## config.mk

```make
export PLATFORM = sky130hd
export DESIGN_NAME = activation_scheduler
export DESIGN_NICKNAME = d
export VERILOG_FILES = /design/src/rtl/activation_scheduler.sv
export SDC_FILE = /design/constraint.sdc
export NUM_CORES = 1
export LEC_CHECK = 0
export BUFFER_PORTS_ARGS = -buffer_cell sky130_fd_sc_hd__buf_4
export CORE_ASPECT_RATIO = 2
export CORE_UTILIZATION = 56
export CTS_CLUSTER_DIAMETER = 30
export DETAILED_ROUTE_END_ITERATION = 8
export PLACE_DENSITY = 0.79
export SLEW_MARGIN = 0
export SYNTH_ARGS = -nofsm -noshare
export SYNTH_HDL_FRONTEND = slang
export SYNTH_SLANG_ARGS = --single-unit
```

## constraint.sdc

```tcl
create_clock -name clk -period 2.31 [get_ports clk]
set_input_delay 0.462 -clock clk [delete_from_list [all_inputs] [get_ports clk]]
set_output_delay 0.462 -clock clk [all_outputs]
set_load 0.005 [all_outputs]
```

## src/rtl/activation_scheduler.sv

```systemverilog
// activation_scheduler
// Shares one activation lane across NUM_INPUTS channels. An accepted vector is
// processed one valid lane per cycle, lowest index first. Invalid lanes are
// skipped without costing a cycle. The finished vector is then held on the
// output until the downstream stage accepts it.
module activation_scheduler #(
    parameter string ACTIVATION_FUNCTION = "ReLU",
    parameter int    DATA_WIDTH          = 12,
    parameter int    NUM_INPUTS          = 5
) (
    input  logic                  clk,
    input  logic                  rst,
    output logic                  activation_scheduler_ready_in,
    input  logic [NUM_INPUTS-1:0] activation_scheduler_valid_in,
    input  logic [DATA_WIDTH-1:0] activation_scheduler_data_in [0:NUM_INPUTS-1],
    input  logic                  activation_scheduler_ready_out,
    output logic [NUM_INPUTS-1:0] activation_scheduler_valid_out,
    output logic [DATA_WIDTH-1:0] activation_scheduler_data_out [0:NUM_INPUTS-1],
    output logic                  activation_scheduler_busy
);

    typedef enum logic [1:0] {
        IDLE = 2'd0,
        RUN  = 2'd1,
        DONE = 2'd2
    } state_t;

    state_t                state_reg;
    logic [DATA_WIDTH-1:0] data_reg     [0:NUM_INPUTS-1];
    logic [DATA_WIDTH-1:0] result_reg   [0:NUM_INPUTS-1];
    logic [DATA_WIDTH-1:0] data_out_reg [0:NUM_INPUTS-1];
    logic [DATA_WIDTH-1:0] result_next  [0:NUM_INPUTS-1];
    logic [DATA_WIDTH-1:0] act_val      [0:NUM_INPUTS-1];
    logic [NUM_INPUTS-1:0] pending_reg;
    logic [NUM_INPUTS-1:0] out_mask_reg;
    logic [NUM_INPUTS-1:0] valid_out_reg;
    logic [NUM_INPUTS-1:0] lane_onehot;
    logic [NUM_INPUTS-1:0] pending_next;

    // The lowest set pending bit is isolated with x & -x. This picks the next
    // valid lane in one step, so invalid lanes cost no cycles.
    assign lane_onehot  = pending_reg & (~pending_reg + NUM_INPUTS'(1));
    assign pending_next = pending_reg & ~lane_onehot;

    // Each lane has a fixed activation tap. Only the selected lane's result is
    // written back.
    genvar gi;
    generate
        for (gi = 0; gi < NUM_INPUTS; gi++) begin : g_lane
            if (ACTIVATION_FUNCTION == "ReLU") begin : g_relu
                assign act_val[gi] = data_reg[gi][DATA_WIDTH-1] ? '0 : data_reg[gi];
            end else begin : g_pass
                assign act_val[gi] = data_reg[gi];
            end
            assign result_next[gi] = lane_onehot[gi] ? act_val[gi] : result_reg[gi];
            assign activation_scheduler_data_out[gi] = data_out_reg[gi];
        end
    endgenerate

    assign activation_scheduler_ready_in  = (state_reg == IDLE);
    assign activation_scheduler_busy      = (state_reg != IDLE);
    assign activation_scheduler_valid_out = valid_out_reg;

    // This is the control FSM. The output vector is registered only on entry
    // to DONE, so data_out is stable throughout RUN.
    always_ff @(posedge clk or negedge rst) begin
        if (!rst) begin
            state_reg     <= IDLE;
            pending_reg   <= '0;
            out_mask_reg  <= '0;
            valid_out_reg <= '0;
            for (int i = 0; i < NUM_INPUTS; i++) begin
                data_reg[i]     <= '0;
                result_reg[i]   <= '0;
                data_out_reg[i] <= '0;
            end
        end else begin
            case (state_reg)
                IDLE: begin
                    if (activation_scheduler_valid_in != '0) begin
                        for (int i = 0; i < NUM_INPUTS; i++) begin
                            data_reg[i]   <= activation_scheduler_data_in[i];
                            result_reg[i] <= '0;
                        end
                        pending_reg  <= activation_scheduler_valid_in;
                        out_mask_reg <= activation_scheduler_valid_in;
                        state_reg    <= RUN;
                    end
                end
                RUN: begin
                    for (int i = 0; i < NUM_INPUTS; i++) begin
                        result_reg[i] <= result_next[i];
                    end
                    pending_reg <= pending_next;
                    if (pending_next == '0) begin
                        for (int i = 0; i < NUM_INPUTS; i++) begin
                            data_out_reg[i] <= result_next[i];
                        end
                        valid_out_reg <= out_mask_reg;
                        state_reg     <= DONE;
                    end
                end
                DONE: begin
                    if (activation_scheduler_ready_out) begin
                        valid_out_reg <= '0;
                        state_reg     <= IDLE;
                    end
                end
                default: state_reg <= IDLE;
            endcase
        end
    end

endmodule

```

# After elaboration in Yosys (flattened, before gate mapping)
# Cells that the tools add are included.
# word_totals
register_bits	197
in_bits	68
out_inout_bits	67
word_cells	61
# classes
addsub	1
eq_ne	5
n_mux	21
bitwise_logic	4
reduce_logical	11
# ops
op	n
$pmux W60 S2	1
$mux W12	5
$mux W60	1
$mux W11	5
$pmux W5 S2	2
$mux W5	3
$and A5 B5 Y5	2
$not A5 Y5	2
$mux W2	3
$pmux W2 S3	1
$reduce_and A2 Y1	3
$reduce_and A3 Y1	2
$reduce_bool A2 Y1	3
$add A5 B1 Y5 const B	1
$logic_not A5 Y1	1
$reduce_bool A5 Y1	1
$ne A2 B2 Y1 const B	2
$eq A2 B1 Y1 const B	1
$eq A2 B2 Y1 const B	1
$logic_not A2 Y1	1
$ne A2 B1 Y1 const B	1

# Logic depth before layout (Yosys ltp)
# Gate-level depths: netlist of run 1.
# logic_depth
depth_word	8
depth_mapped	8
mapped_depth_nobuf	5

# Worst setup path after synthesis of run 1
# Ideal clock, no wire load.
# synth_path
kind	reg2reg
from	reg pending_reg[1]
to	reg data_out_reg (netlist bit activation_scheduler_data_out[50])
setup_time_ps	125
arrival_ps	2003
t_required_ps	2185
setup_slack_ps	182
stages_incl_launch_ff	8
path_buffers	3
synth_period_minus_slack_ps	2128
path_cell_list	dfrtp_1 > buf_4 > o41a_1 > a211oi_4 > nand2_2 > buf_6 > buf_6 > mux2_4
# synth_between
elab_chain_len	7
# synth_lines
item	line	source
start: declaration	34	logic [NUM_INPUTS-1:0] pending_reg;
start signal: assignment	85	pending_reg <= activation_scheduler_valid_in;
start signal: assignment	94	pending_reg <= pending_next;
$not A5 Y5	42	assign lane_onehot = pending_reg & (~pending_reg + NUM_INPUTS'(1));
$add A5 B1 Y5	42	
$and A5 B5 Y5	42	
$not A5 Y5	43	assign pending_next = pending_reg & ~lane_onehot;
$and A5 B5 Y5 *	43	
$logic_not A5 Y1 *	95	if (pending_next == '0) begin
$reduce_and A2 Y1 (no line) *	-	
end signal: indexed assignment	97	data_out_reg[i] <= result_next[i];
end: declaration	31	logic [DATA_WIDTH-1:0] data_out_reg [0:NUM_INPUTS-1];
# Every way passes the cells marked *; elsewhere a longest branch is shown, timed or not.
# A chain may end at the register's enable or synchronous reset.

# Final worst setup path of run 1
# layout_path
from	reg pending_reg[1]
to	reg result_reg[22] in the netlist's numbering
# layout_between
elab_chain_len	5
# layout_lines
item	line	source
$not A5 Y5	42	
$add A5 B1 Y5	42	
$and A5 B5 Y5	42	
$mux W12	55	assign result_next[gi] = lane_onehot[gi] ? act_val[gi] : result_reg[gi];
$pmux W60 S2	78	case (state_reg)
end signal: indexed assignment	92	result_reg[i] <= result_next[i];
end: declaration	30	logic [DATA_WIDTH-1:0] result_reg [0:NUM_INPUTS-1];
# Every way passes these cells.

==> out/qor.yml, run 1 <==
worst_setup_path:
  cp-start-kind: "register"
  ff2ff_path_depth: 6
  critPathArrivalTime_ps: 2360
  slowest_stage: "or4b_2"
  slowest_delay_ps: 660
  crit_chain: "or4b_2 > buf_4 > nor2_1 > o21bai_1 > buf_4 > a22o_1"
  cpLargestDelayFamily: "simple AND/OR/NAND/NOR gates"
  required_ps: 2620
  path_class: "register to register"
  end_kind: "register"
  crit_top_cell: "buf_4"
  cp_max_fo: 25
  crit_cells: 6
  path_buf_inv: 2
floorplan:
  start_util_pct: 57.1
  row_count: 63
  die_area_mm2: 0.0156
  fp.dieH_um: 175
  core_mm2: 0.0147
  io_pins: 135
  fp.dieW_um: 88.7
timing:
  tns_ps: 0
  finalHoldWorstSlack_ps: 10.3
  tightestPinTransition_ps: 712
  period_share_pct: 88.8
  finalWorstSetupSlack_ps: 260
  report.final.slew_viol_count: 0
  fmax_mhz: 488
  clock_skew_ps: 8.58
  setup_viol: 0
  fin_crit_ps: 2050
  slew_headroom_pct: 52.4
  hold_viol: 0
  grt_setup_unrepaired: "false"
grt:
  antenna_found_initial: 0
  grt_pass1_vias: 6509
  grtUsageTotal_pct: 26.5
  grt_pass1_wl_mm: 31.6
  grt-ovfl-total: 0
  grt_max_degree: 60
logic_synthesis:
  synth_edf_count: 0
  synthCells: 800
  syn_area_mm2: 0.00842
  yosysUniqueCellTypes: 40
  postSynth.asyncResetShare_pct: 100
  synthesis.nets: 868
  synth-main-ff-cell: "dfrtp_1"
  syn_area_per_cell_um2: 10.5
  synth_seq_cells: 197
  synth_warnings: 0
  yosysSeqAreaShare_pct: 58.6
power_and_ir_drop:
  internal_power_mw: 8.61
  seqPwrFrac_pct: 40.7
  p_total_mw: 13.8
  p_leak_nw: 5.36
  power_switching_mw: 5.22
  combinationalPowerShare_pct: 39.0
  cellPowerDensity_mw_per_mm2: 1330
  ir_worst_vdd_uv: 797
  p_clk_share_pct: 20.3
  sw_frac_of_total_pct: 37.8
detailed_routing:
  vias_per_cell: 5.49
  wl_per_cell_um: 16.9
  drc: 0
  drt-initial-drc-count: 348
  firstDrtPassIters: 5
  via_count: 6251
  routed_wl_mm: 19.3
  antenna_left: 0
run:
  maxCapViolCount: 0
min_path:
  hold_class: "primary input to async pin"
cts:
  htreeDepth: 4
  cts_hold_buf: 0
  cts_setup_buffers: 0
  clk_latency_ps: 420
  cts_resized: 0
  cts_tree: "yes"
  root_buffer: "clkbuf_16"
  clk_pin_slew_worst_paths_ps: 70
  numCtsBuffers: 17
  clockBufferDepth: 2
  cts.sinks: 197
placed_design:
  place_ws_ps: 212
  gp_congestion: 0.824
  portBuffers: 134
  dp_hpwl_mm: 13.0
cells_and_area:
  syn2layout_area_growth_pct: 23.1
  drive_above_1_share_pct: 28.2
  fin_nets: 998
  antennaDiodeCount: 0
run_status:
  status: "finished clean"
## cells in the mapped netlist (2+ instances only)
cell	count	area share [%]
inv_1	27	1.2
o221a_2	5	0.67
a21o_1	2	0.18
and2_1	5	0.37
nand4_1	4	0.30
a21oi_1	17	1.0
nor2b_1	14	1.0
nor3_1	4	0.24
buf_6	3	0.40
o21ai_0	40	2.4
nand3_1	2	0.12
a211o_1	2	0.21
clkbuf_1	45	2.0
nor2_1	6	0.27
buf_2	5	0.30
nand2b_1	24	1.8
a21bo_2	4	0.48
o21bai_1	3	0.27
nor3b_1	11	0.98
a22o_1	55	5.7
nor4_1	3	0.22
mux2_4	9	1.6
mux2_2	43	5.8
nand2_1	242	11
mux2i_1	11	1.3
dfrtp_1	197	59
mux2_1	4	0.54
## final timing paths
check	from	endpoint	slack (ps)
max reg2reg	pending_reg[1]$_DFFE_PN0P_	result_reg[22]$_DFFE_PN0P_	260
min in group clk	activation_scheduler_data_in[35]	data_reg[35]$_DFFE_PN0P_	220
max	pending_reg[1]$_DFFE_PN0P_	result_reg[22]$_DFFE_PN0P_	260
max in group asynchronous	rst	result_reg[37]$_DFFE_PN0P_	1620
min reg2reg	out_mask_reg[1]$_DFFE_PN0P_	out_mask_reg[1]$_DFFE_PN0P_	480
min	rst	activation_scheduler_data_out[53]$_DFFE_PN0P_	10
## worst register-to-register path, cell delays in order, from the launching register on
cell	delay [ps]
dfrtp_1	470
or4b_2	660
buf_4	240
nor2_1	120
o21bai_1	70
buf_4	190
a22o_1	190
## final cells by class
cell class / instances / area, µm²
multi-input cells: 521 / 3170
well taps: 195 / 244
inverters: 27 / 101
clock buffers: 18 / 439
flip-flops and latches: 197 / 4930
repair buffers: 166 / 1350
clock inverters: 14 / 121
fillers: 1116 / 4380
## logic make-up after synthesis
family	after synthesis	share of synthesized area (%)
compound gates	134	11.6
buf+inv	82	4.04
flops	197	58.6
mux	67	9.20
simple gates	320	16.6
## metal layers
layer | share of wire [%] | routed length [µm] | vias to the layer above | GRT usage [%]
li1 | - | - | 2924 | -
met1 | 39 | 7590 | 3131 | 31.6
met2 | 54 | 10500 | 166 | 46.7
met3 | 3.9 | 742 | 30 | 4.09
met4 | 2.3 | 442 | 0 | 11.0
met5 | 0 | 0 | - | 0
## power groups by stage
stage / clock network (mW) / logic, mW / registers, mW
6_report: 2.81 / 5.39 / 5.63
5_1_grt: 2.99 / 5.95 / 5.78
4_1_cts: 2.86 / 5.43 / 5.61
3_5_place_dp: 0 / 5.41 / 5.66
3_3_place_gp: 0 / 5.25 / 5.61
2_1_floorplan: 0 / 3.59 / 5.33
## stage by stage
step           utilization [%]  instance area (µm²)  cells
2_1_floorplan                -                 8420    800
6_report                  70.3                10400   1138
3_3_place_gp              66.5                 9800   1106
4_1_cts                   70.3                10400   1138
5_1_grt                   70.3                10400   1138
3_5_place_dp              66.5                 9800   1106
## layout by cell type (no fill, tap or decap), types with 2 or more instances in the layout
cell type / netlist / final
a211o_1: 2 / 2
a21bo_2: 4 / 4
a21o_1: 2 / 2
a21oi_1: 17 / 16
a22o_1: 55 / 55
and2_1: 5 / 5
buf_12: 0 / 8
buf_4: 1 / 157
clkbuf_16: 0 / 17
clkbuf_8: 0 / 2
clkinv_2: 0 / 3
clkinv_4: 0 / 2
clkinvlp_4: 0 / 2
dfrtp_1: 197 / 197
inv_1: 27 / 27
inv_6: 0 / 4
inv_8: 0 / 2
mux2_1: 4 / 4
mux2_2: 43 / 43
mux2_4: 9 / 9
mux2i_1: 11 / 11
nand2_1: 242 / 242
nand2b_1: 24 / 24
nand3_1: 2 / 2
nand4_1: 4 / 4
nor2_1: 6 / 6
nor2b_1: 14 / 14
nor3_1: 4 / 4
nor3b_1: 11 / 11
nor4_1: 3 / 3
o21ai_0: 40 / 40
o21bai_1: 3 / 3
o221a_2: 5 / 5
Note: power is estimated with default switching activity, not from simulation.
==> run 2: changes to the inputs <==
--- a/config.mk
+++ b/config.mk
@@ -6,11 +6,13 @@
 export NUM_CORES = 1
 export LEC_CHECK = 0
 export BUFFER_PORTS_ARGS = -buffer_cell sky130_fd_sc_hd__buf_4
+export CELL_PAD_IN_SITES_DETAIL_PLACEMENT = 0
+export CELL_PAD_IN_SITES_GLOBAL_PLACEMENT = 2
 export CORE_ASPECT_RATIO = 2
-export CORE_UTILIZATION = 56
+export CORE_UTILIZATION = 36
 export CTS_CLUSTER_DIAMETER = 30
 export DETAILED_ROUTE_END_ITERATION = 8
-export PLACE_DENSITY = 0.79
+export PLACE_DENSITY_LB_ADDON = 0.1
 export SLEW_MARGIN = 0
 export SYNTH_ARGS = -nofsm -noshare
 export SYNTH_HDL_FRONTEND = slang
==> out/qor.yml, run 2 (synthesis gave the netlist of run 1 again) <==
power_and_ir_drop:
  cellPowerDensity_mw_per_mm2: 1340  # +0.32%
  p_clk_share_pct: 21.4  # +1.1 points
  p_leak_nw: 5.36  # about the same
  internal_power_mw: 8.79  # +2.1%
  ir_worst_vdd_uv: 611  # -23%
  sw_frac_of_total_pct: 37.2  # -0.53 points
  combinationalPowerShare_pct: 38.1  # -0.9 points
  power_switching_mw: 5.21  # -0.19%
  seqPwrFrac_pct: 40.5  # -0.2 points
  p_total_mw: 14.0  # +1.2%
cts:
  clockBufferDepth: 2  # unchanged
  htreeDepth: 4  # unchanged
  root_buffer: "clkbuf_16"
  cts_tree: "yes"
  cts.sinks: 197  # unchanged
  clk_pin_slew_worst_paths_ps: 70  # about the same
  clk_latency_ps: 450  # +30 ps
  numCtsBuffers: 17  # unchanged
cells_and_area:
  finalInstanceArea_mm2: 0.0105  # +0.91%
  final_cell_mix: "nand2_1 (242), dfrtp_1 (197), buf_4 (158)"
  syn2layout_area_growth_pct: 24.2
  drive_above_1_share_pct: 28.0  # -0.18 points
  final_cells: 1222  # +7.4%
  antennaDiodeCount: 0  # unchanged
  fin_nets: 997  # -0.10%
  final_util_pct: 45.8  # -25 points
  fillers: 2202  # +97%
  multiInputGateArea_mm2: 0.00317  # unchanged
  seqCellArea_mm2: 0.00493  # unchanged
  mostFrequentLayoutCell: "nand2_1"
detailed_routing:
  drt-initial-drc-count: 244  # -30%
  firstDrtPassIters: 4  # -1
  vias_per_cell: 5.00  # -9.1%
  routed_wl_mm: 21.2  # +9.9%
  antenna_left: 0  # unchanged
  wl_per_cell_um: 17.3  # +2.3%
  drc: 0  # unchanged
  via_count: 6104  # -2.4%
floorplan:
  fp.dieH_um: 218  # +24%
  fp.dieW_um: 110  # +24%
  core_mm2: 0.0228  # +55%
  start_util_pct: 36.9  # -20 points
  row_count: 78  # +24%
  die_area_mm2: 0.0240  # +55%
  io_pins: 135  # unchanged
grt:
  grt_pass1_vias: 6389  # -1.8%
  grt_max_degree: 87  # +45%
  antenna_found_initial: 0  # unchanged
  grtUsageTotal_pct: 19.0  # -7.5 points
  grt-ovfl-total: 0  # unchanged
  grt_pass1_wl_mm: 34.2  # +8.0%
worst_setup_path:
  crit_start: "state_reg[0]$_DFFE_PN0P_"
  cp_max_fo: 6  # -76%
  path_buf_inv: 2  # unchanged
  cp-start-kind: "register"
  critPathArrivalTime_ps: 1670  # -690 ps
  slowest_stage: "dfrtp_1"
  ff2ff_path_depth: 5  # -1
  reg2reg_from: "pending_reg[1]$_DFFE_PN0P_"
  slowest_delay_ps: 460  # -200 ps
  path_class: "register to primary output"
  cpLargestDelayFamily: "flip-flops"
  timing.rr.end: "activation_scheduler_data_out[22]$_DFFE_PN0P_"
  end_kind: "primary output"
  crit_chain: "or2_2 > clkinvlp_4 > buf_4"
  required_ps: 1850  # -770 ps
  r2r_setup_slack_ps: 220  # -40 ps
run:
  maxCapViolCount: 0  # unchanged
run_status:
  status: "finished clean"
timing:
  finalWorstSetupSlack_ps: 174  # -85.7 ps
  clock_skew_ps: 6.91  # -1.67 ps
  finalHoldWorstSlack_ps: 199  # +188 ps
  fmax_mhz: 468  # -4.0%
  period_share_pct: 92.5  # +3.7 points
  slew_headroom_pct: 59.8  # +7.4 points
  hold_viol: 0  # unchanged
  report.final.slew_viol_count: 0  # unchanged
  grt_setup_unrepaired: "false"
  setup_viol: 0  # unchanged
  tns_ps: 0  # unchanged
  fin_crit_ps: 2140  # +85.7 ps
  tightestPinTransition_ps: 603  # -109 ps
min_path:
  hold_start: "activation_scheduler_data_in[51]"
  hold_path_end: "data_reg[51]$_DFFE_PN0P_"
  hold_class: "primary input to register"
  min_path_cells: 3
placed_design:
  place_ws_ps: 117  # -94.5 ps
  placed_area_mm2: 0.00986  # +0.55%
  dp_cells: 1189  # +7.5%
  dp_hpwl_mm: 14.2  # +9.1%
  gp_congestion: 0.764  # -7.3%
  portBuffers: 134  # unchanged
## run 2: how the worst max path moves through the flow
stage                                                               end  slack [ps]  cells after the start
after floorplan           activation_scheduler_data_out[50]$_DFFE_PN0P_         180                      7
after global placement                         data_reg[29]$_DFFE_PN0P_         170                      7
after detailed placement                     result_reg[57]$_DFFE_PN0P_         120                      5
after CTS                                 activation_scheduler_ready_in          40                      3
after global routing                      activation_scheduler_ready_in         110                      3
final                                     activation_scheduler_ready_in         170                      3
## run 2: worst min-delay path: stages
cell     delay (ps)
buf_4            70
nand2_1          40
nand2_1          40
## run 2: metal layers
| metal | vias to the layer above | global-route usage (%) | routed length [µm] |
|---|---|---|---|
| met5 | - | 0 | 0 |
| met4 | 0 | 7.32 | 480 |
| met3 | 30 | 4.65 | 905 |
| met2 | 144 | 33.3 | 11300 |
| met1 | 3010 | 22.0 | 8450 |
| li1 | 2920 | - | - |
## run 2: final cells by class
cell class,instances,share of cell area (%)
clock inverters,10,0.981
well taps,280,3.35
inverters,27,1.01
flip-flops and latches,197,47.1
multi-input cells,521,30.4
repair buffers,165,12.5
clock buffers,22,4.63
## run 2: what timing repair did
action | 4_1_cts | 5_1_grt
setup endpoints to repair | 0 | 1
hold endpoints to repair | 38 | 0
setup buffers | 0 | 0
resized for setup | 0 | 1
hold buffers | 1 | 0
## run 2: power by group through the flow
stage | Combinational [mW] | Clock [mW] | Sequential, mW
after floorplan | 3.59 | 0 | 5.33
after global placement | 5.34 | 0 | 5.68
after detailed placement | 5.44 | 0 | 5.73
after CTS | 5.46 | 3.08 | 5.68
after global routing | 5.96 | 3.23 | 5.84
final | 5.34 | 3.00 | 5.67
==> run 3: changes to the inputs <==
--- a/config.mk
+++ b/config.mk
@@ -13,6 +13,7 @@
 export CTS_CLUSTER_DIAMETER = 30
 export DETAILED_ROUTE_END_ITERATION = 8
 export PLACE_DENSITY_LB_ADDON = 0.1
+export REMOVE_ABC_BUFFERS = 1
 export SLEW_MARGIN = 0
 export SYNTH_ARGS = -nofsm -noshare
 export SYNTH_HDL_FRONTEND = slang
==> constraint.sdc (replaced) <==
create_clock -name clk -period 2.31 [get_ports clk]
set_input_delay 0.231 -clock clk [delete_from_list [all_inputs] [get_ports clk]]
set_output_delay 0.231 -clock clk [all_outputs]
set_load 0.005 [all_outputs]
==> out/qor.yml, run 3 (synthesis gave the netlist of run 1 again) <==
run_status:
  status: "finished clean"
cts:
  clockBufferDepth: 2  # unchanged
  cts_tree: "yes"
  clk_latency_ps: 440  # about the same
  root_buffer: "clkbuf_16"
  numCtsBuffers: 17  # unchanged
  cts_hold_buf: 57  # +56
  htreeDepth: 4  # unchanged
  cts_resized: 0  # unchanged
  cts.sinks: 197  # unchanged
  clk_pin_slew_worst_paths_ps: 70  # about the same
  cts_setup_buffers: 0  # unchanged
worst_setup_path:
  path_class: "register to register"
  slowest_stage: "o41a_1"
  ff2ff_path_depth: 5  # unchanged
  reg2reg_from: "pending_reg[1]$_DFFE_PN0P_"
  critPathArrivalTime_ps: 2420  # +750 ps
  crit_chain: "o41a_1 > a211oi_4 > nand2_4 > buf_4 > mux2_2"
  timing.rr.end: "activation_scheduler_data_out[19]$_DFFE_PN0P_"
  cp_max_fo: 35  # +29
  cp-start-kind: "register"
  required_ps: 2630  # +780 ps
  end_kind: "register"
  r2r_setup_slack_ps: 200  # -20 ps
  slowest_delay_ps: 490  # +30 ps
timing:
  fmax_mhz: 475  # +1.4%
  grt_setup_unrepaired: "false"
  report.final.slew_viol_count: 0  # unchanged
  period_share_pct: 91.2  # -1.3 points
  setup_viol: 0  # unchanged
  slew_headroom_pct: 35.0  # -25 points
  tightestPinTransition_ps: 973  # +370 ps
  fin_crit_ps: 2110  # -29.3 ps
  hold_viol: 0  # unchanged
  clock_skew_ps: 8.16  # +1.25 ps
grt:
  antenna_found_initial: 0  # unchanged
  grt-ovfl-total: 0  # unchanged
  grtUsageTotal_pct: 19.3  # +0.26 points
  grt_pass1_wl_mm: 35.0  # +2.5%
  grt_max_degree: 63  # -28%
  grt_pass1_vias: 6649  # +4.1%
detailed_routing:
  antenna_left: 0  # unchanged
  vias_per_cell: 4.95  # -0.97%
  wl_per_cell_um: 16.6  # -3.9%
  drt-initial-drc-count: 305  # +25%
  routed_wl_mm: 21.2  # +0.38%
  drc: 0  # unchanged
  firstDrtPassIters: 4  # unchanged
  via_count: 6312  # +3.4%
placed_design:
  dp_hpwl_mm: 14.1  # -0.92%
  portBuffers: 134  # unchanged
  gp_congestion: 0.736  # -3.8%
  placed_area_mm2: 0.00984  # -0.20%
floorplan:
  fp.dieW_um: 110  # unchanged
  core_mm2: 0.0228  # unchanged
  fp.dieH_um: 218  # unchanged
  die_area_mm2: 0.0240  # unchanged
  row_count: 78  # unchanged
  io_pins: 135  # unchanged
  start_util_pct: 36.9  # unchanged
cells_and_area:
  fillers: 2213  # +0.50%
  syn2layout_area_growth_pct: 30.0
  fin_nets: 1052  # +5.5%
  antennaDiodeCount: 0  # unchanged
  mostFrequentLayoutCell: "nand2_1"
  final_cell_mix: "nand2_1 (242), dfrtp_1 (197), buf_4 (158)"
  finalInstanceArea_mm2: 0.0109  # +4.7%
  drive_above_1_share_pct: 26.2  # -1.8 points
  final_util_pct: 47.9  # +2.1 points
power_and_ir_drop:
  ir_worst_vdd_uv: 849  # +39%
  p_leak_nw: 5.55  # +3.5%
  p_total_mw: 13.7  # -1.9%
  cellPowerDensity_mw_per_mm2: 1260  # -6.2%
min_path:
  hold_start: "activation_scheduler_data_in[24]"
  min_path_cells: 3  # unchanged
  hold_class: "primary input to register"
  hold_path_end: "data_reg[24]$_DFFE_PN0P_"
run:
  maxCapViolCount: 0  # unchanged
## run 3: routing by layer
layer	routed length (µm)	vias to the layer above	global-route usage, %	part of all wire (%)
met5	0	-	0	0
met4	299	0	5.88	1.4
li1	-	3029	-	-
met2	11300	113	34.6	53
met1	8900	3154	22.5	42
met3	697	16	4.06	3.3
## run 3: layout make-up
| class | count | area [µm²] | share of cell area (%) |
|---|---|---|---|
| flip-flops and latches | 197 | 4930 | 45.0 |
| inverters | 27 | 101 | 0.926 |
| well taps | 280 | 350 | 3.20 |
| clock inverters | 13 | 110 | 1.01 |
| multi-input cells | 521 | 3170 | 29.0 |
| repair buffers | 220 | 1850 | 16.9 |
| clock buffers | 18 | 429 | 3.92 |
## run 3: stage by stage
| stage | std cells | TNS, ps | worst slack, ps | hold WS (ps) |
|---|---|---|---|---|
| 2_1_floorplan | 745 | -104790 | -1300 | -64.6 |
| 3_3_place_gp | 1188 | 0 | 161 | 229 |
| 3_5_place_dp | 1188 | 0 | 124 | 230 |
| 4_1_cts | 1276 | 0 | 198 | 13.5 |
| 5_1_grt | 1276 | 0 | 117 | 19.7 |
| 6_report | 1276 | 0 | 203 | 23.9 |
## run 3: how the worst max path moves through the flow
| stage | start | to | slack, ps | cells past startpoint |
|---|---|---|---|---|
| 3_3_place_gp | activation_scheduler_valid_in[3] | result_reg[12]$_DFFE_PN0P_ | 160 | 6 |
| 4_1_cts | pending_reg[1]$_DFFE_PN0P_ | activation_scheduler_data_out[6]$_DFFE_PN0P_ | 200 | 5 |
| 3_5_place_dp | activation_scheduler_valid_in[3] | result_reg[14]$_DFFE_PN0P_ | 120 | 6 |
| 5_1_grt | pending_reg[1]$_DFFE_PN0P_ | activation_scheduler_data_out[31]$_DFFE_PN0P_ | 120 | 5 |
| 6_report | pending_reg[1]$_DFFE_PN0P_ | activation_scheduler_data_out[19]$_DFFE_PN0P_ | 200 | 5 |
| 2_1_floorplan | state_reg[0]$_DFFE_PN0P_ | pending_reg[4]$_DFFE_PN0P_ | -1300 | 3 |
## run 3: critical path: cells and delay by family (launching register included)
kind / cells / cell delay, ps
AO/OA/AOI/OAI: 2 / 770
flip-flops: 1 / 480
multiplexers: 1 / 330
buffers and inverters: 1 / 300
AND/OR/NAND/NOR: 1 / 90
## run 3: power by group
part	internal, mW	switching [mW]	leakage, nW	total, mW
combinational	2.43	2.85	2.70	5.28
clock	1.47	1.32	0.254	2.80
sequential	4.66	1.01	2.60	5.67
